[src/rtl/pool_stream_ctrl.sv]
// rtl/pool_stream_ctrl.sv - raster-order read sequencer feeding a 2x2/stride-2 maxpool stage
// Defining POOL_WDOG_EN adds a WAIT_POOL watchdog that sets the sticky err flag.
module pool_stream_ctrl #(
    parameter int IN_W     = 28,
    parameter int IN_H     = 28,
    parameter int ADDR_W   = 10,
    parameter int RD_LAT   = 1,
    parameter int WDOG_CYC = 256
) (
    input  logic                                clk,
    input  logic                                rst,
    input  logic                                start,
    input  logic [ADDR_W-1:0]                   base_addr,
    input  logic                                hold,
    output logic                                rd_en,
    output logic [ADDR_W-1:0]                   rd_addr,
    output logic                                pool_in_valid,
    input  logic                                pool_out_valid,
    output logic                                busy,
    output logic                                done,
    output logic [$clog2(IN_W*IN_H/4+1)-1:0]    pooled_cnt,
    output logic                                err
);
    localparam int CNT_W  = $clog2(IN_W*IN_H/4+1);
    localparam int COL_W  = $clog2(IN_W);
    localparam int ROW_W  = $clog2(IN_H+1);
    localparam int PAIR_W = $clog2(IN_W/2+1);

    typedef enum logic [1:0] {S_IDLE, S_FEED, S_WAIT, S_DONE} state_t;

    state_t              state_q, state_d;
    logic [ADDR_W-1:0]   addr_q, addr_d;
    logic [COL_W-1:0]    col_q, col_d;
    logic [ROW_W-1:0]    row_q, row_d;
    logic [PAIR_W-1:0]   pair_q, pair_d;
    logic [CNT_W-1:0]    pooled_q, pooled_d;
    logic [RD_LAT-1:0]   lat_q, lat_d;

    logic feed_go, last_col, count_pulse, pair_full, accept, wdog_hit;

    assign accept      = (state_q == S_IDLE) && start;
    assign feed_go     = (state_q == S_FEED) && !hold;
    assign last_col    = (col_q == COL_W'(IN_W-1));
    assign count_pulse = pool_out_valid && ((state_q == S_FEED) || (state_q == S_WAIT));
    assign pair_full   = (pair_q == PAIR_W'(IN_W/2));

    always_ff @(posedge clk or posedge rst) begin
        if (rst) state_q <= S_IDLE;
        else     state_q <= state_d;
    end

    always_comb begin
        state_d = state_q;
        unique case (state_q)
            S_IDLE: if (start) state_d = S_FEED;
            // Only the last column of an odd row closes a row pair.
            S_FEED: if (feed_go && last_col && row_q[0]) state_d = S_WAIT;
            S_WAIT: begin
                if (pair_full)     state_d = (row_q == ROW_W'(IN_H)) ? S_DONE : S_FEED;
                else if (wdog_hit) state_d = S_DONE;
            end
            S_DONE: state_d = S_IDLE;
            default: state_d = S_IDLE;
        endcase
    end

    always_comb begin
        rd_en         = feed_go;
        rd_addr       = addr_q;
        pool_in_valid = lat_q[RD_LAT-1];
        busy          = (state_q != S_IDLE);
        done          = (state_q == S_DONE);
        pooled_cnt    = pooled_q;
    end

    always_comb begin
        addr_d   = addr_q;
        col_d    = col_q;
        row_d    = row_q;
        pair_d   = pair_q;
        pooled_d = pooled_q;
        lat_d    = (lat_q << 1) | RD_LAT'(feed_go);
        if (accept) begin
            addr_d   = base_addr;
            col_d    = '0;
            row_d    = '0;
            pair_d   = '0;
            pooled_d = '0;
        end
        if (feed_go) begin
            addr_d = addr_q + ADDR_W'(1);
            if (last_col) begin
                col_d = '0;
                row_d = row_q + ROW_W'(1);
            end else begin
                col_d = col_q + COL_W'(1);
            end
        end
        if (count_pulse) begin
            pair_d   = pair_q + PAIR_W'(1);
            pooled_d = pooled_q + CNT_W'(1);
        end
        // A pulse landing in the release cycle belongs to the next pair.
        if ((state_q == S_WAIT) && pair_full) pair_d = PAIR_W'(count_pulse);
    end

    always_ff @(posedge clk or posedge rst) begin
        if (rst) begin
            addr_q   <= '0;
            col_q    <= '0;
            row_q    <= '0;
            pair_q   <= '0;
            pooled_q <= '0;
            lat_q    <= '0;
        end else begin
            addr_q   <= addr_d;
            col_q    <= col_d;
            row_q    <= row_d;
            pair_q   <= pair_d;
            pooled_q <= pooled_d;
            lat_q    <= lat_d;
        end
    end

`ifdef POOL_WDOG_EN
    localparam int WD_W = $clog2(WDOG_CYC+1);

    logic [WD_W-1:0] wdog_q, wdog_d;
    logic            err_q, err_d;

    assign wdog_hit = (state_q == S_WAIT) && !pair_full && (wdog_q == WD_W'(WDOG_CYC-1));
    assign err      = err_q;

    always_comb begin
        wdog_d = (state_q == S_WAIT) ? wdog_q + WD_W'(1) : '0;
        err_d  = err_q;
        if (accept)   err_d = 1'b0;
        if (wdog_hit) err_d = 1'b1;
    end

    always_ff @(posedge clk or posedge rst) begin
        if (rst) begin
            wdog_q <= '0;
            err_q  <= 1'b0;
        end else begin
            wdog_q <= wdog_d;
            err_q  <= err_d;
        end
    end
`else
    assign wdog_hit = 1'b0;
    assign err      = 1'b0;
`endif

endmodule

[config.mk]
export PLATFORM = sky130hd
export DESIGN_NAME = pool_stream_ctrl
export DESIGN_NICKNAME = d
export VERILOG_FILES = /design/src/rtl/pool_stream_ctrl.sv
export SDC_FILE = /design/constraint.sdc
export NUM_CORES = 1
export LEC_CHECK = 0
export ABC_AREA = 0
export CAP_MARGIN = 20
export CORE_MARGIN = 1.5
export CORE_UTILIZATION = 45
export CTS_CLUSTER_SIZE = 12
export DETAILED_ROUTE_END_ITERATION = 7
export PLACE_DENSITY = 0.71
export REMOVE_ABC_BUFFERS = 1
export SLEW_MARGIN = 20
export SYNTH_ARGS = -nofsm -noshare
export SYNTH_HDL_FRONTEND = slang
export SYNTH_SLANG_ARGS = --single-unit
[constraint.sdc]
create_clock -name clk -period 3.4 [get_ports clk]
set_clock_uncertainty 0.1 [all_clocks]
set_input_delay 0.68 -clock clk [delete_from_list [all_inputs] [get_ports clk]]
set_output_delay 0.68 -clock clk [all_outputs]
set_load 0.02 [all_outputs]
==> flow_summary_export.csv, run 1 <==
group,metric,value,unit
die,die-area,0.004809,sq mm
setup_path,cp_cell_sequence,"clkdlybuf4s50_1 > nand2b_4 > inv_1 > clkdlybuf4s50_1",
cts,clock-sinks,35,
sta,fmax,355.9,MHz
sta,setup_viol,0,
yosys,yosys.area.top_type_share,44.22,%
global_routing,globalRoute.totalOverflow,0,
yosys,synth_area_leaders,"dfrtp_1 44%, ha_1 7.6%, o21ai_0 6.6%",
routing,ant_nets,0,
setup_path,path_buf_inv,3,
layout,fin_nets,282,
min_path,hold_path.class,"flip-flop to flip-flop",
die,die_y,69.35,um
power,leakage,1.074,nW
routing,first_pass_iters,4,
layout,layoutNonFillerInstCount,306,
setup_path,cp_slowest_stage_delay,600,ps
yosys,synth-edff-count,0,
placed_design,place_congestion,0.7345,
sta,drv_slew,0,
cts,cts_tree,"built",
yosys,synthArstFlopShare,100.0,%
cts,clk_latency,280,ps
yosys,synth_cells,217,
layout,synthToLayoutAreaGrowth,24.57,%
setup_path,crit_cells,4,
layout,antenna_cells,0,
layout,fillers,367,
routing,viasPerCell,5.529,
yosys,ys_warn_count,0,
sta,finalSetupTns,0,ps
layout,layout_common_cells,"36 x clkdlybuf4s50_1, 35 x dfrtp_1, 26 x nand2_1, 26 x o21ai_0, 18 x nor2_1",
yosys,netlist_area,0.001981,sq mm
routing,drc,0,
cts,numCtsBuffers,5,
setup_path,r2r_cells,8,
routing,num_vias,1692,
die,num_rows,23,
sta,rsz0062_at_grt,"no",
routing,wl_per_cell,13.87,um
sta,hold_slack,414.2,ps
cts,hold_buffers,0,
layout,final_util,59.96,%
global_routing,grt_pass1_vias,1564,
placed_design,port_buffers,36,
setup_path,cp-startpoint,"hold",
global_routing,grt_use_total,18.47,%
setup_path,cp_slowest_cell,"clkdlybuf4s50_1",
routing,drt_wl_total,4.245,mm
setup_path,crit_top_cell,"clkdlybuf4s50_1",
placed_design,dp.cells,298,
layout,drive_above_1_share,7.031,%
setup_path,cp_top_family,"buffers and inverters",
cts,post_cts_resized,0,
die,die_w,69.35,um
global_routing,grt_pass1_wl,7.272,mm
setup_path,crit_path_end_kind,"output port",
setup_path,arrival,2030,ps
status,status,"finished, final reports clean",
setup_path,cp.required,2620,ps
yosys,synth-main-ff-cell,"dfrtp_1",
placed_design,hpwl,2.907,mm
die,initial_core_util,48.13,%
sta,relSlewSlack,65.55,%
cts,clk_pin_slew,70,ps
cts,htreeDepth,2,
setup_path,critPathCapture,"rd_en",
cts,post-cts-setup-buffer-count,0,
setup_path,r2r-end,"col_q[4]$_DFFE_PP0P_",
setup_path,rr_startpoint,"state_q[1]$_DFFE_PP0P_",
yosys,ys_seq_elements,35,
sta,post-route-min-period,2810,ps
power,ir_worst_vdd,332.6,uV
die,coreArea,0.004115,sq mm
setup_path,start_kind,"input pin",
setup_path,path_class,"input pin to output port",
global_routing,grt_max_degree,36,
sta,worstMarginPinSlew,516.7,ps
die,io_pins,38,
yosys,synth_cell_type_count,47,
routing,drtIter0Drc,111,
setup_path,rrSetupSlack,1250,ps
cts,ctsRootBufferMaster,"clkbuf_8",
global_routing,antenna_found_initial,0,
power,p_per_area,754.1,mW/mm^2
yosys,synth_area_per_cell,9.127,sq um
layout,layout_commonest_cell,"clkdlybuf4s50_1",
sta,finalCritPeriodShare,82.64,%
yosys,synth_top_area_cell,"dfrtp_1",
sta,final_hold_viol_count,0,
setup_path,cp_max_fo,12,
cts,clockBufferDepth,2,
yosys,seq_area_frac_synth,44.22,%
flow_run,max_cap_violations,0,
-- worst min path at each step --
stage | endpoint | from | slack [ps] | cells after the start
3_3_place_gp | row_q[4]$_DFF_PP0_ | row_q[4]$_DFF_PP0_ | 400 | 2
4_1_cts | pooled_cnt[6]$_DFFE_PP0P_ | pooled_cnt[6]$_DFFE_PP0P_ | 420 | 1
3_5_place_dp | col_q[0]$_DFFE_PP0P_ | col_q[0]$_DFFE_PP0P_ | 410 | 1
6_report | pooled_cnt[6]$_DFFE_PP0P_ | pooled_cnt[6]$_DFFE_PP0P_ | 410 | 1
2_1_floorplan | row_q[3]$_DFF_PP0_ | row_q[3]$_DFF_PP0_ | 370 | 1
5_1_grt | pooled_cnt[6]$_DFFE_PP0P_ | pooled_cnt[6]$_DFFE_PP0P_ | 430 | 1
-- per-stage QoR --
stage / cell area (sq um) / setup slack (ps) / power (mW)
global placement: 2367 / 596.7 / 1.532
detailed placement: 2367 / 581.6 / 1.543
global route: 2467 / 551.1 / 2.018
floorplan: 1922 / 1284 / 1.195
CTS: 2467 / 578.0 / 1.879
finish: 2467 / 590.3 / 1.861
-- cell usage after synthesis, types with 3 or more instances --
master and number:
o21ai_0 26, dfrtp_1 35, inv_1 10, ha_1 12, nor3_1 5, nand4_1 4, a21oi_1 10, nor2_1 18
nand3_1 13, buf_4 3, nand2_1 26, o22ai_1 3, a31oi_1 4, and3_1 5
-- kinds of logic (layout without fill, tap and decap cells) --
family / after synthesis / in the layout / synth area share, %
simple gates: 89 / 89 / 23.18
compound gates: 58 / 58 / 17.94
flops: 35 / 35 / 44.22
buf+inv: 18 / 57 / 4.864
fa+ha+maj: 12 / 12 / 7.580
mux: 3 / 3 / 1.579
other cells: 1 / 1 / 0.1893
xor+xnor: 1 / 1 / 0.4423
-- report_power, final --
part	internal [mW]	total (mW)	leakage (nW)	switching [mW]
logic	0.382	0.868	0.573	0.486
clock network	0.185	0.326	0.0515	0.141
registers	0.533	0.667	0.449	0.134
total	1.10	1.86	1.07	0.761
-- metal layers --
| metal | routed length (um) | vias to the layer above | global-route usage, % |
|---|---|---|---|
| met5 | 0 | - | 0 |
| met3 | 202 | 2 | 4.506 |
| li1 | - | 861 | - |
| met4 | 25 | 0 | 4.575 |
| met2 | 2006 | 44 | 29.38 |
| met1 | 2010 | 785 | 25.40 |
-- flip-flops by register name (all words and copies together) (netlist names) --
signal,count
pool_in_valid,1
state_q,2
pair_q,4
rd_addr,10
col_q,5
row_q,5
pooled_cnt,8
-- area by class of cell --
cell class | count | area, sq um | share of cell area, %
sequential | 35 | 875.8 | 35.50
tap | 50 | 62.56 | 2.535
inverter | 10 | 37.54 | 1.521
timing repair buffer | 39 | 382.9 | 15.52
multi-input combinational | 164 | 1008 | 40.87
clock buffer | 8 | 100.1 | 4.057
No activity file was read; power rests on OpenSTA's default activity.
==> run 2, diff against run 1 <==
--- a/config.mk
+++ b/config.mk
@@ -11,7 +11,7 @@
 export CORE_UTILIZATION = 45
 export CTS_CLUSTER_SIZE = 12
 export DETAILED_ROUTE_END_ITERATION = 7
-export PLACE_DENSITY = 0.71
+export PLACE_DENSITY = 0.74
 export REMOVE_ABC_BUFFERS = 1
 export SLEW_MARGIN = 20
 export SYNTH_ARGS = -nofsm -noshare
==> constraint.sdc (replaced) <==
create_clock -name clk -period 2.45 [get_ports clk]
set_clock_uncertainty 0.1 [all_clocks]
set_input_delay 0.49 -clock clk [delete_from_list [all_inputs] [get_ports clk]]
set_output_delay 0.49 -clock clk [all_outputs]
set_load 0.02 [all_outputs]
==> flow_summary_export.csv, run 2 (synthesis results as in run 1) <==
group,metric,value,unit
cts,clk_latency,280,ps
layout,layoutNonFillerInstCount,309,
setup_path,start_kind,"flip-flop",
layout,fin_area,0.002476,sq mm
sta,relSlewSlack,45.62,%
power,ir_worst_vdd,485.1,uV
global_routing,grt_pass1_wl,7.610,mm
status,status,"finished, final reports clean",
setup_path,path_class,"flip-flop to output port",
power,leakage,1.093,nW
global_routing,antenna_found_initial,0,
placed_design,place_congestion,0.7481,
global_routing,grt_use_total,19.40,%
die,initial_core_util,48.13,%
layout,seq_area,878.3,sq um
layout,fin_nets,285,
layout,final_util,60.17,%
cts,clockBufferDepth,2,
cts,clk_pin_slew,70,ps
min_path,hold_depth,1,
setup_path,cp_cell_sequence,"inv_1 > ha_1 > inv_1 > clkdlybuf4s50_1",
setup_path,crit_path_end_kind,"output port",
die,die_y,69.35,um
routing,ant_nets,0,
layout,antenna_cells,0,
setup_path,cp_slowest_cell,"clkdlybuf4s50_1",
die,num_rows,23,
cts,clock-sinks,35,
power,p_comb_share,48.4,%
sta,finalCritPeriodShare,95.21,%
cts,hold_buffers,0,
routing,wl_per_cell,13.95,um
power,p_seq_share,36.2,%
sta,worstMarginPinSlew,815.7,ps
placed_design,dp.cells,301,
cts,post-cts-setup-buffer-count,0,
global_routing,globalRoute.totalOverflow,0,
setup_path,cp.required,1860,ps
layout,drive_above_1_share,8.494,%
die,coreArea,0.004115,sq mm
layout,fillers,360,
routing,viasPerCell,5.540,
sta,hold_slack,422.2,ps
power,p_per_area,1033,mW/mm^2
setup_path,cp_max_fo,6,
placed_design,hpwl,2.997,mm
sta,final_hold_viol_count,0,
cts,numCtsBuffers,5,
global_routing,grt_pass1_vias,1659,
routing,num_vias,1712,
sta,drv_slew,0,
routing,drc,0,
sta,finalSetupTns,0,ps
global_routing,grt_max_degree,36,
min_path,hold_path.class,"flip-flop to flip-flop",
layout,layout_common_cells,"35 x clkdlybuf4s50_1, 33 x dfrtp_1, 26 x nand2_1, 26 x o21ai_0, 18 x nor2_1",
layout,synthToLayoutAreaGrowth,25.02,%
cts,ctsRootBufferMaster,"clkbuf_8",
placed_design,port_buffers,36,
die,io_pins,38,
sta,post-route-min-period,2333,ps
power,p_switching,1.065,mW
layout,multiInputGateArea,0.001008,sq mm
power,p_clk_share,15.4,%
cts,post_cts_resized,0,
setup_path,cp_slowest_stage_delay,530,ps
routing,drt_wl_total,4.310,mm
cts,cts_tree,"built",
setup_path,crit_top_cell,"inv_1",
sta,fmax,428.7,MHz
placed_design,dpl_cell_area,0.002390,sq mm
die,die_w,69.35,um
routing,drtIter0Drc,120,
layout,largest_reg_flops,10,
layout,layout_commonest_cell,"clkdlybuf4s50_1",
setup_path,r2r_cells,6,
routing,first_pass_iters,4,
cts,htreeDepth,2,
sta,rsz0062_at_grt,"no",
flow_run,max_cap_violations,0,
setup_path,arrival,1740,ps
power,swShare,41.62,%
die,die-area,0.004809,sq mm
sta,setup_viol,0,
power,p_int,1.494,mW
==> run 2: cell count changes in the layout (fill, tap and decap cells not counted), sizes merged <==
| cell | change |
|---|---|
| clkbuf | -1 |
| dlymetal6s2s | +1 |
| clkinv | +1 |
| clkdlybuf4s50 | -1 |
| buf | +3 |
==> run 2: cell type report <==
type | count | share of cell area, %
sequential | 35 | 35.47
multi-input combinational | 164 | 40.73
clock inverter | 1 | 0.2021
tap | 50 | 2.527
timing repair buffer | 42 | 16.47
clock buffer | 7 | 3.082
inverter | 10 | 1.516
==> run 2: power by group through the flow <==
stage	registers, mW	logic, mW	clock network, mW
after floorplan	1.01	0.646	0
after global placement	0.926	1.22	0
after detailed placement	0.933	1.24	0
after CTS	0.923	1.25	0.408
after global routing	0.958	1.36	0.436
final	0.926	1.24	0.394
==> run 2: path summary, 6_finish.rpt <==
path	start	to	slack, ps
min	pooled_cnt[6]$_DFFE_PP0P_	pooled_cnt[6]$_DFFE_PP0P_	420
max in group asynchronous	rst	state_q[0]$_DFFE_PP0P_	1400
min in group asynchronous	rst	rd_addr[3]$_DFFE_PP0P_	510
max	state_q[0]$_DFFE_PP0P_	busy	120
max reg2reg	state_q[0]$_DFFE_PP0P_	pair_q[2]$_DFFE_PP0P_	280
min reg2reg	pooled_cnt[6]$_DFFE_PP0P_	pooled_cnt[6]$_DFFE_PP0P_	420
==> run 2: worst max-delay path: cells and delay by family, from the launching register on <==
kind / cells / cell delay, ps
adders and majority gates: 1 / 310
buffers and inverters: 3 / 710
DFF: 1 / 430
==> run 2: layer usage <==
| layer | global-route usage [%] | wire length (um) |
|---|---|---|
| met5 | 0 | 0 |
| met4 | 8.279 | 83 |
| met3 | 4.360 | 190 |
| met2 | 30.24 | 2011 |
| met1 | 25.98 | 2025 |
==> run 2: through the flow <==
| step | total power, mW | setup slack, ps |
|---|---|---|
| after global placement | 2.151 | 117.3 |
| after CTS | 2.576 | 24.31 |
| after global routing | 2.758 | 32.36 |
| after floorplan | 1.658 | 364.5 |
| final | 2.558 | 117.3 |
| after detailed placement | 2.168 | 99.96 |
==> run 3, diff against run 2 <==
--- a/config.mk
+++ b/config.mk
@@ -17,3 +17,4 @@
 export SYNTH_ARGS = -nofsm -noshare
 export SYNTH_HDL_FRONTEND = slang
 export SYNTH_SLANG_ARGS = --single-unit
+export TNS_END_PERCENT = 10
==> results of run 3 <==
Same layout as run 2: the final DEF is identical, and so are final timing and power.
